### config.mk
export PLATFORM = sky130hd
export DESIGN_NAME = v2i_channel_sequencer
export DESIGN_NICKNAME = d
export VERILOG_FILES = /design/src/rtl/v2i_seq_pkg.sv /design/src/rtl/v2i_ok_qual.sv /design/src/rtl/v2i_channel_sequencer.sv
export SDC_FILE = /design/constraint.sdc
export NUM_CORES = 1
export LEC_CHECK = 0
export BUFFER_PORTS_ARGS = -buffer_cell sky130_fd_sc_hd__buf_2
export CELL_PAD_IN_SITES_DETAIL_PLACEMENT = 0
export CELL_PAD_IN_SITES_GLOBAL_PLACEMENT = 1
export CORE_MARGIN = 1
export CORE_UTILIZATION = 44
export DETAILED_ROUTE_END_ITERATION = 8
export PLACE_DENSITY = 0.74
export SKIP_LAST_GASP = 1
export SYNTH_ARGS = -nofsm -noshare
export SYNTH_HDL_FRONTEND = slang
export SYNTH_HIERARCHICAL = 1
export SYNTH_SLANG_ARGS = --single-unit
### constraint.sdc
create_clock -name clk -period 3.8 [get_ports clk]
set_input_delay 0.38 -clock clk [delete_from_list [all_inputs] [get_ports clk]]
set_output_delay 0.38 -clock clk [all_outputs]
set_load 0.005 [all_outputs]
### src/rtl/v2i_seq_pkg.sv
// v2i_seq_pkg: shared types, constants and helpers for the V2I channel sequencer.
//
// Edge latencies of the sequencer, counted from the clock edge S that first
// samples a pending channel while the FSM is in IDLE:
//   - v2i_en[i] rises on edge S and the timer is loaded with SETTLE_CYC.
//   - CHECK is entered on edge S+SETTLE_CYC.
//   - ch_ok[i] rises on edge S+SETTLE_CYC+1 when ok_q[i] is already qualified.
//   - The next pending channel is enabled on the edge after that.
//   - A timeout fault is raised TIMEOUT_CYC edges after CHECK entry.
// ok_q needs SYNC_STAGES+DEB_CYC edges to follow ok_ana, in both directions.
// With SETTLE_CYC >= SYNC_STAGES+DEB_CYC, a brick whose ok is stable is
// already qualified by the time its channel reaches CHECK.
package v2i_seq_pkg;

  typedef enum logic [1:0] {
    IDLE   = 2'd0,
    SETTLE = 2'd1,
    CHECK  = 2'd2
  } seq_state_t;

  localparam int DEB_CYC     = 4;
  localparam int SYNC_STAGES = 2;

  // Width needed to hold the larger of the two timer reload values
  function automatic int timer_width(input int settle_cyc, input int timeout_cyc);
    int max_cyc;
    max_cyc = (settle_cyc > timeout_cyc) ? settle_cyc : timeout_cyc;
    return $clog2(max_cyc + 1);
  endfunction

endpackage

### src/rtl/v2i_ok_qual.sv
// v2i_ok_qual: synchroniser and debouncer for one brick's asynchronous ok flag.
// ok_s is the synchronised flag, ok_q the debounced flag, and ok_fall marks
// the cycle whose closing edge drops ok_q, so the loss of a running channel
// can be flagged on the same edge.
module v2i_ok_qual
  import v2i_seq_pkg::*;
(
  input  logic clk,
  input  logic rstn,
  input  logic ok_ana,
  output logic ok_s,
  output logic ok_q,
  output logic ok_fall
);

  localparam int CW = $clog2(DEB_CYC);

  logic [SYNC_STAGES-1:0] sync;
  logic [CW-1:0]          cnt;
  logic                   deb_last;

  assign ok_s     = sync[SYNC_STAGES-1];
  assign deb_last = (cnt == CW'(DEB_CYC - 1));
  assign ok_fall  = ok_q & ~ok_s & deb_last;

  // Shift the raw ok flag through the synchroniser chain
  always_ff @(posedge clk or negedge rstn) begin
    if (!rstn) begin
      sync <= '0;
    end else begin
      sync <= {sync[SYNC_STAGES-2:0], ok_ana};
    end
  end

  // Flip ok_q only after DEB_CYC consecutive samples that disagree with it
  always_ff @(posedge clk or negedge rstn) begin
    if (!rstn) begin
      cnt  <= '0;
      ok_q <= 1'b0;
    end else if (ok_s == ok_q) begin
      cnt <= '0;
    end else if (deb_last) begin
      cnt  <= '0;
      ok_q <= ok_s;
    end else begin
      cnt <= cnt + CW'(1);
    end
  end

endmodule

### src/rtl/v2i_channel_sequencer.sv
// v2i_channel_sequencer: stages V2I brick turn-on one channel at a time,
// qualifies each brick's ok flag and keeps a sticky per-channel fault.
// Optional feature: define V2I_SEQ_TEST_EN to add the ten bypass port.
module v2i_channel_sequencer
  import v2i_seq_pkg::*;
#(
  parameter int NCH         = 4,
  parameter int SETTLE_CYC  = 64,
  parameter int TIMEOUT_CYC = 1024
) (
  input  logic           clk,
  input  logic           rstn,
  input  logic [NCH-1:0] en_req,
  input  logic [NCH-1:0] ok_ana,
  input  logic           fault_clr,
`ifdef V2I_SEQ_TEST_EN
  input  logic           ten,
`endif
  output logic [NCH-1:0] v2i_en,
  output logic [NCH-1:0] ch_ok,
  output logic [NCH-1:0] ch_fault,
  output logic           busy
);

  localparam int TW = timer_width(SETTLE_CYC, TIMEOUT_CYC);
  localparam int AW = (NCH > 1) ? $clog2(NCH) : 1;

  seq_state_t     state;
  logic [TW-1:0]  timer;
  logic [AW-1:0]  act;
  logic [NCH-1:0] ok_s;
  logic [NCH-1:0] ok_q;
  logic [NCH-1:0] ok_fall;
  logic [NCH-1:0] pending;
  logic [NCH-1:0] act_vec;
  logic [NCH-1:0] start_vec;
  logic [NCH-1:0] ok_vec;
  logic [NCH-1:0] tmo_vec;
  logic [NCH-1:0] loss_vec;
  logic           pend_any;
  logic [AW-1:0]  pend_idx;
  logic           timer_last;
  logic           act_drop;
  logic           ok_hit;
  logic           tmo_hit;

  for (genvar g = 0; g < NCH; g++) begin : g_qual
    v2i_ok_qual u_qual (
      .clk     (clk),
      .rstn    (rstn),
      .ok_ana  (ok_ana[g]),
      .ok_s    (ok_s[g]),
      .ok_q    (ok_q[g]),
      .ok_fall (ok_fall[g])
    );
  end

  assign pending = en_req & ~v2i_en & ~ch_fault;

  // Pick the lowest-numbered pending channel
  always_comb begin
    pend_any = 1'b0;
    pend_idx = '0;
    for (int i = NCH - 1; i >= 0; i--) begin
      if (pending[i]) begin
        pend_any = 1'b1;
        pend_idx = AW'(i);
      end
    end
  end

  // Decode this cycle's events for the active channel and the whole bank
  always_comb begin
    act_vec       = '0;
    act_vec[act]  = 1'b1;
    timer_last    = (timer <= TW'(1));
    act_drop      = !en_req[act];
    ok_hit        = (state == CHECK) && !act_drop && ok_q[act] && ok_s[act];
    tmo_hit       = (state == CHECK) && !act_drop && !ok_hit && timer_last;
    start_vec     = '0;
    if ((state == IDLE) && pend_any) begin
      start_vec[pend_idx] = 1'b1;
    end
    ok_vec   = ok_hit ? act_vec : '0;
    tmo_vec  = tmo_hit ? act_vec : '0;
    loss_vec = ch_ok & ok_fall;
  end

`ifdef V2I_SEQ_TEST_EN
  logic ten_d;

  // Remember the previous test-enable level to spot its falling edge
  always_ff @(posedge clk or negedge rstn) begin
    if (!rstn) begin
      ten_d <= 1'b0;
    end else begin
      ten_d <= ten;
    end
  end
`endif

  // Sequencing FSM with registered enables, ok flags, faults and busy
  always_ff @(posedge clk or negedge rstn) begin
    if (!rstn) begin
      state    <= IDLE;
      timer    <= '0;
      act      <= '0;
      v2i_en   <= '0;
      ch_ok    <= '0;
      ch_fault <= '0;
      busy     <= 1'b0;
    end else
`ifdef V2I_SEQ_TEST_EN
    if (ten) begin
      v2i_en <= en_req;
      ch_ok  <= ok_s;
      state  <= IDLE;
      timer  <= '0;
      busy   <= 1'b0;
    end else if (ten_d) begin
      v2i_en <= '0;
      ch_ok  <= '0;
      state  <= IDLE;
      timer  <= '0;
      busy   <= 1'b0;
    end else
`endif
    begin
      ch_fault <= (ch_fault & ~{NCH{fault_clr}}) | loss_vec | tmo_vec;
      v2i_en   <= (v2i_en & en_req & ~loss_vec & ~tmo_vec) | start_vec;
      ch_ok    <= (ch_ok & en_req & ~loss_vec) | ok_vec;
      case (state)
        IDLE: begin
          if (pend_any) begin
            act   <= pend_idx;
            timer <= TW'(SETTLE_CYC);
            state <= SETTLE;
            busy  <= 1'b1;
          end
        end
        SETTLE: begin
          if (act_drop) begin
            timer <= '0;
            state <= IDLE;
            busy  <= 1'b0;
          end else if (timer_last) begin
            timer <= TW'(TIMEOUT_CYC);
            state <= CHECK;
          end else begin
            timer <= timer - TW'(1);
          end
        end
        CHECK: begin
          if (act_drop || ok_hit || tmo_hit) begin
            timer <= '0;
            state <= IDLE;
            busy  <= 1'b0;
          end else begin
            timer <= timer - TW'(1);
          end
        end
        default: begin
          timer <= '0;
          state <= IDLE;
          busy  <= 1'b0;
        end
      endcase
    end
  end

endmodule

# Yosys cells after proc, flatten, opt, wreduce, memory -nomap -nowiden
# Index checks and enable logic that the tools add are counted.
word_totals:
  inputBits: 11
  ff_bits: 48
  out_inout_bits: 13
  word_cells: 140
classes:
  bitwise: 34
  reduce_logical: 20
  n_mux: 43
  n_addsub: 5
  n_eq_ne: 14
  order_cmp: 5
ops:
  columns: ["operator", "n"]
  rows:
  - ["$mux W11", 4]
  - ["$and A4 B4 Y4", 9]
  - ["$pmux W11 S3", 1]
  - ["$mux W2", 16]
  - ["$not A4 Y4", 5]
  - ["$or A4 B4 Y4", 4]
  - ["$mux W1", 12]
  - ["$mux W4", 3]
  - ["$le A11 B1 Y1 const B", 1]
  - ["$sub A11 B1 Y11 const B", 1]
  - ["$eq A2 B2 Y1 const B", 5]
  - ["$reduce_and A2 Y1", 5]
  - ["$add A2 B1 Y2 const B", 4]
  - ["$and A1 B1 Y1", 8]
  - ["$logic_and A1 B1 Y1", 8]
  - ["$not A1 Y1", 8]
  - ["$bmux W1 S2", 3]
  - ["$lt A2 B3 Y1 const B", 2]
  - ["$pmux W2 S3", 1]
  - ["$reduce_and A3 Y1", 2]
  - ["$demux W1 S2", 2]
  - ["$eq A1 B1 Y1", 4]
  - ["$ge A2 B1 Y1 const B", 2]
  - ["$ne A2 B2 Y1 const B", 2]
  - ["other kinds (7)", 9]

# Longest topological paths before layout
# Gate-level depths: netlist of the first run.
depth:
  ltp_word: 13
  depth_mapped: 7

# Cells and area by module
# The synthesis of the first run kept the hierarchy.
modules_own_cells:
  columns: ["module", "cells_each", "n_inst", "seq_area_each_um2", "area_per_inst_um2"]
  rows:
  - ["v2i_channel_sequencer", 164, 1, 700.7, 1579.0]
  - ["v2i_ok_qual", 13, 4, 125.1, 195.2]

# Worst setup path before layout of the first run
# No wires, ideal clock.
synth_path:
  kind: "register -> register"
  from: "register act[0]"
  to: "register timer[6]"
  n_path_buf: 1
  arrival_ns: 1.463
  path_slack_ns: 2.208
  stages_incl_launch_ff: 6
  cell_sequence: "dfrtp_1 -> mux4_2 -> o21ai_1 -> o21bai_1 -> buf_2 -> o21ai_0"
synth_between:
  elab_chain_len: 11
  elab_cells_between_ends: 18
  classes_between: "mux: 9; reduce/logical: 9"
synth_lines:
  columns: ["element", "line", "text"]
  rows:
  - ["from (decl)", "v2i_channel_sequencer.sv:30", "logic [AW-1:0] act;"]
  - ["from (signal assigned)", "v2i_channel_sequencer.sv:135", "act <= pend_idx;"]
  - ["$bmux W1 S2", "v2i_channel_sequencer.sv:77", "act_drop = !en_req[act];"]
  - ["$mux W1 (implied by the code)", "v2i_channel_sequencer.sv:77", null]
  - ["$logic_and A1 B1 Y1", "v2i_channel_sequencer.sv:78, v2i_channel_sequencer.sv:79", null]
  - ["$logic_and A1 B1 Y1 (2 in series)", "v2i_channel_sequencer.sv:78", "ok_hit = (state == CHECK) && !act_drop && ok_q[act] && ok_s[act];"]
  - ["$logic_not A1 Y1", "v2i_channel_sequencer.sv:79", "tmo_hit = (state == CHECK) && !act_drop && !ok_hit && timer_last;"]
  - ["$logic_and A1 B1 Y1 (2 in series)", "v2i_channel_sequencer.sv:79", null]
  - ["$logic_or A1 B1 Y1", "v2i_channel_sequencer.sv:154", "if (act_drop || ok_hit || tmo_hit) begin"]
  - ["$mux W11", "v2i_channel_sequencer.sv:154", null]
  - ["$pmux W11 S3 (*)", "v2i_channel_sequencer.sv:132", "case (state)"]
  - ["to (signal assigned)", "v2i_channel_sequencer.sv:136", "timer <= TW'(SETTLE_CYC);"]
  - ["to (signal assigned)", "v2i_channel_sequencer.sv:150", "timer <= timer - TW'(1);"]
  - ["to (signal assigned)", "v2i_channel_sequencer.sv:159", "timer <= timer - TW'(1);"]
  - ["to (decl)", "v2i_channel_sequencer.sv:29", "logic [TW-1:0] timer;"]
# Every way passes the cells marked *; elsewhere a longest branch is shown, timed or not. The select of a mux whose other input is x is not followed.
# A chain may end at the register's enable or synchronous reset.

# Final worst setup path of the first run
layout_path:
  from: "register act[1]"
  to: "register timer[7]"
# The elaborated chain is that of the path after synthesis.

==> impl_metrics.csv, run 1 <==
group,metric,value,unit
run_status,status,"finished clean",
synthesis,yosysUniqueCellTypes,49,
sta,max_freq,0.475,GHz
synthesis,syn_avg_cell_area,10.9,µm²
synthesis,synthCells,216,
routing,drc_errors,0,
clock_network,clk-insertion-delay-late,0.30,ns
floorplanning,placementRows,26,
synthesis,synthTopCellsByArea,"dfrtp_1, ha_1, nand2_1",
sta,timing.final.hold_violations,0,
clock_network,clock-root-buffer,"clkbuf_8",
routing,first_iter_violations,90,
synthesis,synth-edff-count,0,
placement,dp_hpwl,3.11,mm
critical_path,worstSetupStartpoint,"act[1]$_DFFE_PN0P_",
critical_path,r2r-start,"act[1]$_DFFE_PN0P_",
floorplanning,die-area,5660,µm²
sta,post-route-min-period,2.10,ns
routing,firstDrtPassIters,4,
power_and_ir_drop,peakVddDrop,0.000314,V
critical_path,arrival,2.25,ns
finish,fill_cells,504,
synthesis,synth_warnings,6,
floorplanning,initial_utilization,45.9,%
routing,routed_via_density,5.12,
synthesis,synth_top_cell_area_share,50.9,%
routing,wl,4.30,mm
finish,stdcell_count,313,
critical_path,crit_type,"reg2reg",
clock_network,cts.hold.buffers_added,0,
floorplanning,die_w,75.2,µm
clock_network,cts.path.max_buffers,2,
finish,antenna-diode-count,0,
sta,worstMarginPinSlew,0.821,ns
sta,slew_viol_final,0,
clock_network,numCtsBuffers,5,
synthesis,yosysMostFrequentCell,"dfrtp_1",
finish,multiInputGateArea,1100,µm²
critical_path,crit_path_max_fanout,12,
grt,grt_usage,17.3,%
clock_network,cts_setup_buffers,0,
grt,grt_overflow_total,0,
grt,grt_pass1_wl,7.24,mm
synthesis,syn_nets,237,
placement,port_buffers,23,
clock_network,clkTransAtPathRegs,0.09,ns
hold_path,hp-class,"in2async",
clock_network,cts_tree,"built",
critical_path,required,3.95,ns
synthesis,synthTopCellsByCount,"dfrtp_1, nand2_1, nand2b_1",
synthesis,netlist_area,2360,µm²
sta,max-slew-margin-rel,45.2,%
grt,grt_max_degree,49,
critical_path,critPathCaptureType,"flip-flop",
finish,drive_gt1_share,21.0,%
routing,final_antenna_net_count,0,
sta,setup_viol,0,
finish,area_growth_syn_to_layout,12.4,%
synthesis,yosysSeqAreaShare,50.9,%
grt,antenna_found_initial,0,
routing,post_drt_wl_per_cell,13.7,µm
clock_network,clock_sink_count,48,
synthesis,ys.flop_type,"dfrtp_1",
power_and_ir_drop,power.density,719,nW/µm²
sta,clock_skew,0.00711,ns
clock_network,cts_max_level,2,
sta,fin_setup_tns,0,ns
floorplanning,boundaryPins,24,
placement,place_congestion,0.749,
floorplanning,core,5140,µm²
synthesis,synth.largest_area_cell,"dfrtp_1",
synthesis,ys_ff_latch,48,
routing,vias,1602,
critical_path,start_kind,"flip-flop",
finish,regArea,1200,µm²
sta,min_period_over_period,55.4,%
placement,dpl.cell_count,305,
grt,grt_pass1_vias,1472,
synthesis,async_flop_share,100,%
flow_run,cap_violations,0,
clock_network,ctsResizeCount,0,
sta,rsz0062_at_grt,"no",
floorplanning,dieHeight,75.2,µm
finish,nets,263,
power_and_ir_drop,leakage,1.28,nW
power breakdown:
part           total (mW)  switching (mW)  internal, mW
clock               0.373           0.175         0.198
combinational       0.715           0.370         0.344
sequential          0.820           0.162         0.657
total                1.91           0.708          1.20
cell type report:
cell class,count,area share [%]
Clock inverter,3,1.79
Timing Repair Buffer,24,4.62
Clock buffer,5,2.60
Sequential cell,48,45.3
Tap cell,70,3.30
Inverter,7,0.991
Multi-Input combinational cell,156,41.4
flip-flops by register name, indices dropped and copies added, names as in the netlist:
name / cells
g_qual.u_qual/cnt: 8
g_qual.u_qual/sync: 8
v2i_en: 4
ch_fault: 4
busy: 1
timer: 11
act: 2
ch_ok: 4
state: 2
g_qual.u_qual/ok_q: 4
metrics by stage:
stage / cell area [µm²] / utilization [%] / setup slack [ns] / power (mW) / hold slack, ns
finish: 2650 / 51.6 / 1.70 / 1.91 / 0.161
detailed placement: 2530 / 49.3 / 1.67 / 1.55 / 0.335
floorplan: 2360 / - / 2.21 / 1.39 / 0.0844
global route: 2650 / 51.6 / 1.39 / 2.07 / 0.155
global placement: 2530 / 49.3 / 1.74 / 1.54 / 0.333
CTS: 2650 / 51.6 / 1.65 / 1.94 / 0.163
kinds of logic after synthesis:
kind of cell	share of synthesized area, %
simple gates	24.9
flops	50.9
compound gates	9.86
buf+inv	2.60
fa+ha+maj	5.30
xor+xnor	2.97
mux	3.50
path summary, 6_finish.rpt:
check                                                     endpoint  slack (ns)  cells past startpoint
worst max-delay path                          timer[7]$_DFFE_PN0P_        1.70                      5
worst min-delay path                         ch_fault[2]$_DFF_PN0_        0.16                      2
worst max register to register                timer[7]$_DFFE_PN0P_        1.70                      5
worst min register to register  g_qual[2].u_qual/sync[1]$_DFF_PN0_        0.35                      0
max in group asynchronous                     timer[4]$_DFFE_PN0P_        3.22                      2
min in group clk                g_qual[2].u_qual/sync[0]$_DFF_PN0_        0.18                      1
critical path: stages (launching register included):
cell       delay, ns
dfrtp_1         0.52
nand4bb_1       0.32
nand4_4         0.17
nor2_1          0.06
o21bai_1        0.66
o21ai_0         0.20
layout by cell type, fill, tap and decap left out, types with 5 or more instances in the layout:
master / count
dfrtp_1: 48
inv_1: 7
ha_1: 10
nand2b_1: 12
nor3_1: 8
nand3_1: 8
clkbuf_8: 5
nand2_1: 26
buf_2: 23
nor2_1: 10
o21ai_0: 11
per-layer routing:
layer	global-route usage (%)	vias to the layer above	wire (µm)
li1	-	807	-
met1	25.9	760	2220
met2	24.5	28	1870
met3	4.02	7	152
met4	6.17	0	55
met5	0	-	0
No activity file was read; power rests on OpenSTA's default activity.
==> inputs of run 2 (changes only) <==
--- a/config.mk
+++ b/config.mk
@@ -9,7 +9,7 @@
 export CELL_PAD_IN_SITES_DETAIL_PLACEMENT = 0
 export CELL_PAD_IN_SITES_GLOBAL_PLACEMENT = 1
 export CORE_MARGIN = 1
-export CORE_UTILIZATION = 44
+export CORE_UTILIZATION = 42
 export DETAILED_ROUTE_END_ITERATION = 8
 export PLACE_DENSITY = 0.74
 export SKIP_LAST_GASP = 1
==> constraint.sdc (replaced) <==
create_clock -name clk -period 1.7 [get_ports clk]
set_input_delay 0.17 -clock clk [delete_from_list [all_inputs] [get_ports clk]]
set_output_delay 0.17 -clock clk [all_outputs]
set_load 0.005 [all_outputs]
==> run 2 against run 1 <==
Against the previous run: register-to-register slack got worse by 1.7 ns; global-route usage rose by 0.097 points; sequential share of layout area decreased by 5.1 points; die area is 4.6% higher; hold slack got worse by 0.018 ns; core utilization rose by 5.2 points; cell count is 11% higher; wire length is 6.0% higher; clock power rose to 2.7 times the previous value; non-clock buffer count is 33 higher; critical path type unchanged; largest cell class unchanged; largest power group is now combinational logic.
==> impl_metrics.csv, run 2 (same netlist as run 1, synthesis figures left out) <==
group,metric,value,unit
run_status,status,"finished clean",
critical_path,crit_family,"flip-flops",
floorplanning,die_w,77.0,µm
finish,antenna-diode-count,0,
critical_path,critPathCaptureType,"flip-flop",
power_and_ir_drop,p_total,5.11,mW
sta,setup_viol,0,
finish,largest_register_ffs,11,
grt,grt-busiest-layer,"met2",
critical_path,start_kind,"flip-flop",
flow_run,cap_violations,0,
clock_network,cts_tree,"built",
routing,drc_errors,0,
finish,fill_cells,475,
sta,max-slew-margin-rel,60.3,%
grt,antenna_found_initial,0,
finish,fin_util,56.8,%
routing,firstDrtPassIters,4,
hold_path,hp-class,"in2reg",
clock_network,clk-insertion-delay-late,0.30,ns
critical_path,crit_type,"reg2reg",
sta,hold_ws,0.142,ns
clock_network,clkTransAtPathRegs,0.10,ns
critical_path,arrival,1.89,ns
finish,drive_gt1_share,30.8,%
placement,dp_hpwl,3.27,mm
sta,post-route-min-period,1.69,ns
finish,area_growth_syn_to_layout,26.9,%
critical_path,crit_slowest_cell,"dfrtp_2",
clock_network,clock-root-buffer,"clkbuf_8",
critical_path,worstSetupStartpoint,"act[0]$_DFFE_PN0P_",
critical_path,cp_cell_sequence,"mux4_2, nand3_4, nor4_4, buf_4, nand2b_1, a41o_1",
critical_path,r2r_cells,6,
routing,first_iter_violations,73,
routing,routed_via_density,5.04,
power_and_ir_drop,peakVddDrop,0.000718,V
floorplanning,die-area,5920,µm²
grt,met2_usage,27.9,%
sta,layout_setup_ws,0.00795,ns
grt,grt_pass1_vias,1763,
critical_path,crit_path_max_fanout,6,
placement,place_congestion,0.816,
routing,final_antenna_net_count,0,
sta,min_period_over_period,99.5,%
finish,layout.cells.most_common,"dfrtp_1",
floorplanning,core,5270,µm²
grt,grt_overflow_total,0,
clock_network,cts_max_level,2,
power_and_ir_drop,power.density,1710,nW/µm²
sta,timing.final.hold_violations,0,
sta,slew_viol_final,0,
sta,fin_setup_tns,0,ns
routing,vias,1743,
critical_path,r2r_slack,0.008,ns
finish,multiInputGateArea,1140,µm²
critical_path,cp.depth,6,
clock_network,clock_sink_count,48,
power_and_ir_drop,leakage,1.46,nW
grt,grt_usage,17.4,%
sta,clock_skew,0.0114,ns
grt,met1_usage,23.8,%
sta,rsz0062_at_grt,"yes",
finish,regArea,1200,µm²
hold_path,min_from,"en_req[2]",
floorplanning,placementRows,26,
finish,layout_common_cells,"dfrtp_1, buf_4, nand2_1",
clock_network,cts.path.max_buffers,2,
clock_network,numCtsBuffers,5,
finish,regMostFlops,"timer",
routing,wl,4.56,mm
finish,biggestRegsByFlops,"timer (11), g_qual.u_qual/cnt (8), g_qual.u_qual/sync (8)",
placement,post-place-ws,-0.0234,ns
floorplanning,initial_utilization,44.8,%
grt,grt_max_degree,49,
critical_path,max_stage_delay,0.45,ns
grt,met3_usage,3.57,%
sta,worstMarginPinSlew,0.596,ns
sta,max_freq,0.591,GHz
floorplanning,boundaryPins,24,
placement,port_buffers,23,
grt,grt_pass1_wl,8.10,mm
finish,nets,296,
floorplanning,dieHeight,77.0,µm
critical_path,r2r-start,"act[0]$_DFFE_PN0P_",
hold_path,whs_path_depth,3,
critical_path,cp_num_buf_inv,1,
routing,post_drt_wl_per_cell,13.2,µm
critical_path,required,1.90,ns
-- run 2: changes by cell type in the layout (fill, tap and decap cells not counted), moves of 2 or more --
cell and change:
buf_4 +27, dlygate4sd3_1 +5, dfrtp_2 +2, dfrtp_1 -2, clkinv_4 -2
-- run 2: layout make-up --
type / instances / area share, %
inverter: 7 / 0.878
multi-input combinational: 156 / 38.2
clock buffer: 5 / 2.30
clock inverter: 3 / 2.30
timing repair buffer: 57 / 13.2
tap: 70 / 2.93
sequential: 48 / 40.2
-- run 2: what timing repair did --
item | in CTS | in global routing
hold endpoints to repair | 52 | 0
pin swaps | 0 | 1
endpoints found under the setup margin | 9 | 18
gates cloned | 0 | 0
hold buffers | 5 | 0
buffers inserted | 0 | 3
gates resized for setup | 1 | 9
-- run 2: metrics by stage --
stage,instances,area [µm²]
2_1_floorplan,216,2360
3_3_place_gp,330,2740
3_5_place_dp,330,2740
4_1_cts,343,2930
5_1_grt,346,2990
6_report,346,2990
-- run 2: worst paths after layout --
kind / end
hold / removal: ch_ok[2]$_DFF_PN0_
setup reg to reg: v2i_en[2]$_DFF_PN0_
min in group asynchronous: ch_fault[2]$_DFF_PN0_
setup / recovery: v2i_en[2]$_DFF_PN0_
hold reg to reg: g_qual[0].u_qual/sync[1]$_DFF_PN0_
max in group asynchronous: act[0]$_DFFE_PN0P_
-- run 2: worst min-delay path, stage by stage --
cell	delay, ns
buf_2	0.12
nand2_1	0.05
o22ai_1	0.06
-- run 2: metal layers --
layer	share of wire (%)	vias up
met1	50	834
met4	1.1	0
li1	-	880
met5	0	-
met2	46	24
met3	2.8	5
-- run 2: report_power, final --
group          switching [mW]  internal, mW
Sequential              0.248          1.48
Combinational            1.11          1.28
Clock                   0.403         0.592
Total                    1.77          3.35
==> inputs of run 3 (changes only) <==
==> constraint.sdc (replaced) <==
create_clock -name clk -period 1.7 [get_ports clk]
set_input_delay 0.255 -clock clk [delete_from_list [all_inputs] [get_ports clk]]
set_output_delay 0.255 -clock clk [all_outputs]
set_load 0.005 [all_outputs]
==> run 3 against run 2 <==
Against the previous run: register-to-register slack about the same; non-clock buffer count increased by 1; fmax increased by 0.23%; power decreased by 4.4%; global-route usage increased by 0.43 points; sequential share of layout area increased by 0.30 points.
==> impl_metrics.csv, run 3 (same netlist as run 1, synthesis figures left out) <==
group,metric,value,unit
sta,clock_skew,0.0106,ns
power_and_ir_drop,peakVddDrop,0.000577,V
critical_path,r2r_slack,0.01,ns
routing,drt-met1-wl,2.40,mm
floorplanning,die_w,77.0,µm
sta,worstMarginPinSlew,0.363,ns
grt,grt_pass1_vias,1760,
sta,layout_setup_ws,0.0118,ns
routing,wl,4.72,mm
clock_network,cts_tree,"built",
critical_path,crit_path_max_fanout,6,
flow_run,cap_violations,0,
placement,dp_hpwl,3.50,mm
floorplanning,core,5270,µm²
sta,fin_setup_tns,0,ns
grt,grt_pass1_wl,8.26,mm
grt,grt_overflow_total,0,
power_and_ir_drop,leakage,1.46,nW
finish,biggestRegsByFlops,"timer (11), g_qual.u_qual/cnt (8), g_qual.u_qual/sync (8)",
critical_path,critPathCaptureType,"flip-flop",
clock_network,cts.path.max_buffers,2,
sta,max-slew-margin-rel,75.8,%
routing,wl_met2,2.09,mm
critical_path,arrival,1.89,ns
floorplanning,dieHeight,77.0,µm
routing,firstDrtPassIters,4,
clock_network,cts_max_level,2,
finish,layout_common_cells,"dfrtp_1, buf_4, nand2_1",
floorplanning,boundaryPins,24,
finish,drive_gt1_share,33.2,%
finish,regMostFlops,"timer",
routing,topRoutingLayerUsed,"met4",
placement,port_buffers,23,
routing,wl_met3,159,µm
critical_path,r2r-start,"act[0]$_DFFE_PN0P_",
sta,slew_viol_final,0,
critical_path,start_kind,"flip-flop",
finish,largest_register_ffs,11,
grt,grt_max_degree,35,
routing,drc_errors,0,
clock_network,numCtsBuffers,5,
sta,setup_viol,0,
placement,place_congestion,0.842,
clock_network,clk-insertion-delay-late,0.31,ns
clock_network,clock_sink_count,48,
critical_path,worstSetupStartpoint,"act[0]$_DFFE_PN0P_",
finish,antenna-diode-count,0,
routing,final_antenna_net_count,0,
critical_path,worstReg2RegEnd,"v2i_en[1]$_DFF_PN0_",
critical_path,required,1.91,ns
routing,first_iter_violations,93,
finish,area_growth_syn_to_layout,25.9,%
grt,grt_usage,17.9,%
routing,vias,1759,
clock_network,clock-root-buffer,"clkbuf_8",
sta,timing.final.hold_violations,0,
routing,routed_via_density,5.07,
critical_path,crit_type,"reg2reg",
sta,min_period_over_period,99.3,%
floorplanning,placementRows,26,
sta,rsz0062_at_grt,"yes",
clock_network,clkTransAtPathRegs,0.10,ns
sta,max_freq,0.592,GHz
finish,nets,297,
sta,post-route-min-period,1.69,ns
hold_path,hp-class,"in2reg",
routing,post_drt_wl_per_cell,13.6,µm
critical_path,r2r_cells,6,
floorplanning,die-area,5920,µm²
grt,antenna_found_initial,0,
critical_path,cp-endpoint,"v2i_en[1]$_DFF_PN0_",
placement,post-place-ws,0.00729,ns
floorplanning,initial_utilization,44.8,%
finish,layout.cells.most_common,"dfrtp_1",
run_status,status,"finished clean",
power_and_ir_drop,power.density,1640,nW/µm²
==> run 3: cell types whose count changed in the layout (fill, tap and decap cells not counted), sizes merged <==
| cell | delta |
|---|---|
| clkinvlp | +2 |
| dlygate4sd3 | -4 |
| clkbuf | +1 |
| inv | -1 |
| buf | +5 |
| bufinv | -2 |
==> run 3: cell type report <==
cell class,instances,area (µm²)
fill,479,2300
clock buffer,6,82.6
clock inverter,2,15.0
inverter,7,26.3
multi-input combinational,156,1150
tap,70,87.6
timing repair buffer,58,408
sequential,48,1200
==> run 3: worst min path at each step <==
stage              start                                 end  slack (ns)  depth (start not counted)
6_report       ok_ana[1]  g_qual[1].u_qual/sync[0]$_DFF_PN0_        0.06                          1
5_1_grt        ok_ana[3]  g_qual[3].u_qual/sync[0]$_DFF_PN0_        0.04                          1
4_1_cts        ok_ana[3]  g_qual[3].u_qual/sync[0]$_DFF_PN0_        0.04                          1
3_5_place_dp        rstn               ch_fault[1]$_DFF_PN0_        0.19                          1
3_3_place_gp        rstn               ch_fault[1]$_DFF_PN0_        0.18                          1
2_1_floorplan       rstn                  act[0]$_DFFE_PN0P_       -0.04                          0
==> run 3: worst max-delay path, cell delays in order, from the launching register on <==
cell and delay (ns):
dfrtp_2 0.45, mux4_2 0.43, nand3_4 0.10, nor4_4 0.15, buf_6 0.17, nand2b_4 0.05
a41o_1 0.22
==> run 3: stage by stage <==
stage	hold slack (ns)	instance area [µm²]	total power [mW]	instances	util, %
after floorplan	-0.0406	2360	3.12	216	-
after global placement	0.185	2750	3.89	332	52.2
after detailed placement	0.185	2750	3.94	332	52.2
after CTS	0.0433	2870	4.70	342	54.4
after global routing	0.0368	2970	5.29	347	56.4
final	0.0561	2970	4.89	347	56.4
==> run 3: timing repair <==
| action | CTS | global route |
|---|---|---|
| pin swaps | 2 | 3 |
| hold endpoints to repair | 14 | 0 |
| setup buffers | 1 | 5 |
| endpoints found under the setup margin | 13 | 21 |
| gates resized for setup | 0 | 16 |
| hold buffers | 1 | 0 |
==> run 3: where the power goes <==
part	leakage, nW	switching [mW]	internal, mW
Sequential	0.614	0.243	1.48
Clock	0.0434	0.383	0.329
Combinational	0.802	1.15	1.31
==> run 3: layer usage <==
| layer | up-vias | track usage [%] |
|---|---|---|
| met1 | 837 | 24.9 |
| li1 | 881 | - |
| met4 | 0 | 7.12 |
| met3 | 7 | 3.81 |
| met2 | 34 | 27.0 |
| met5 | - | 0 |
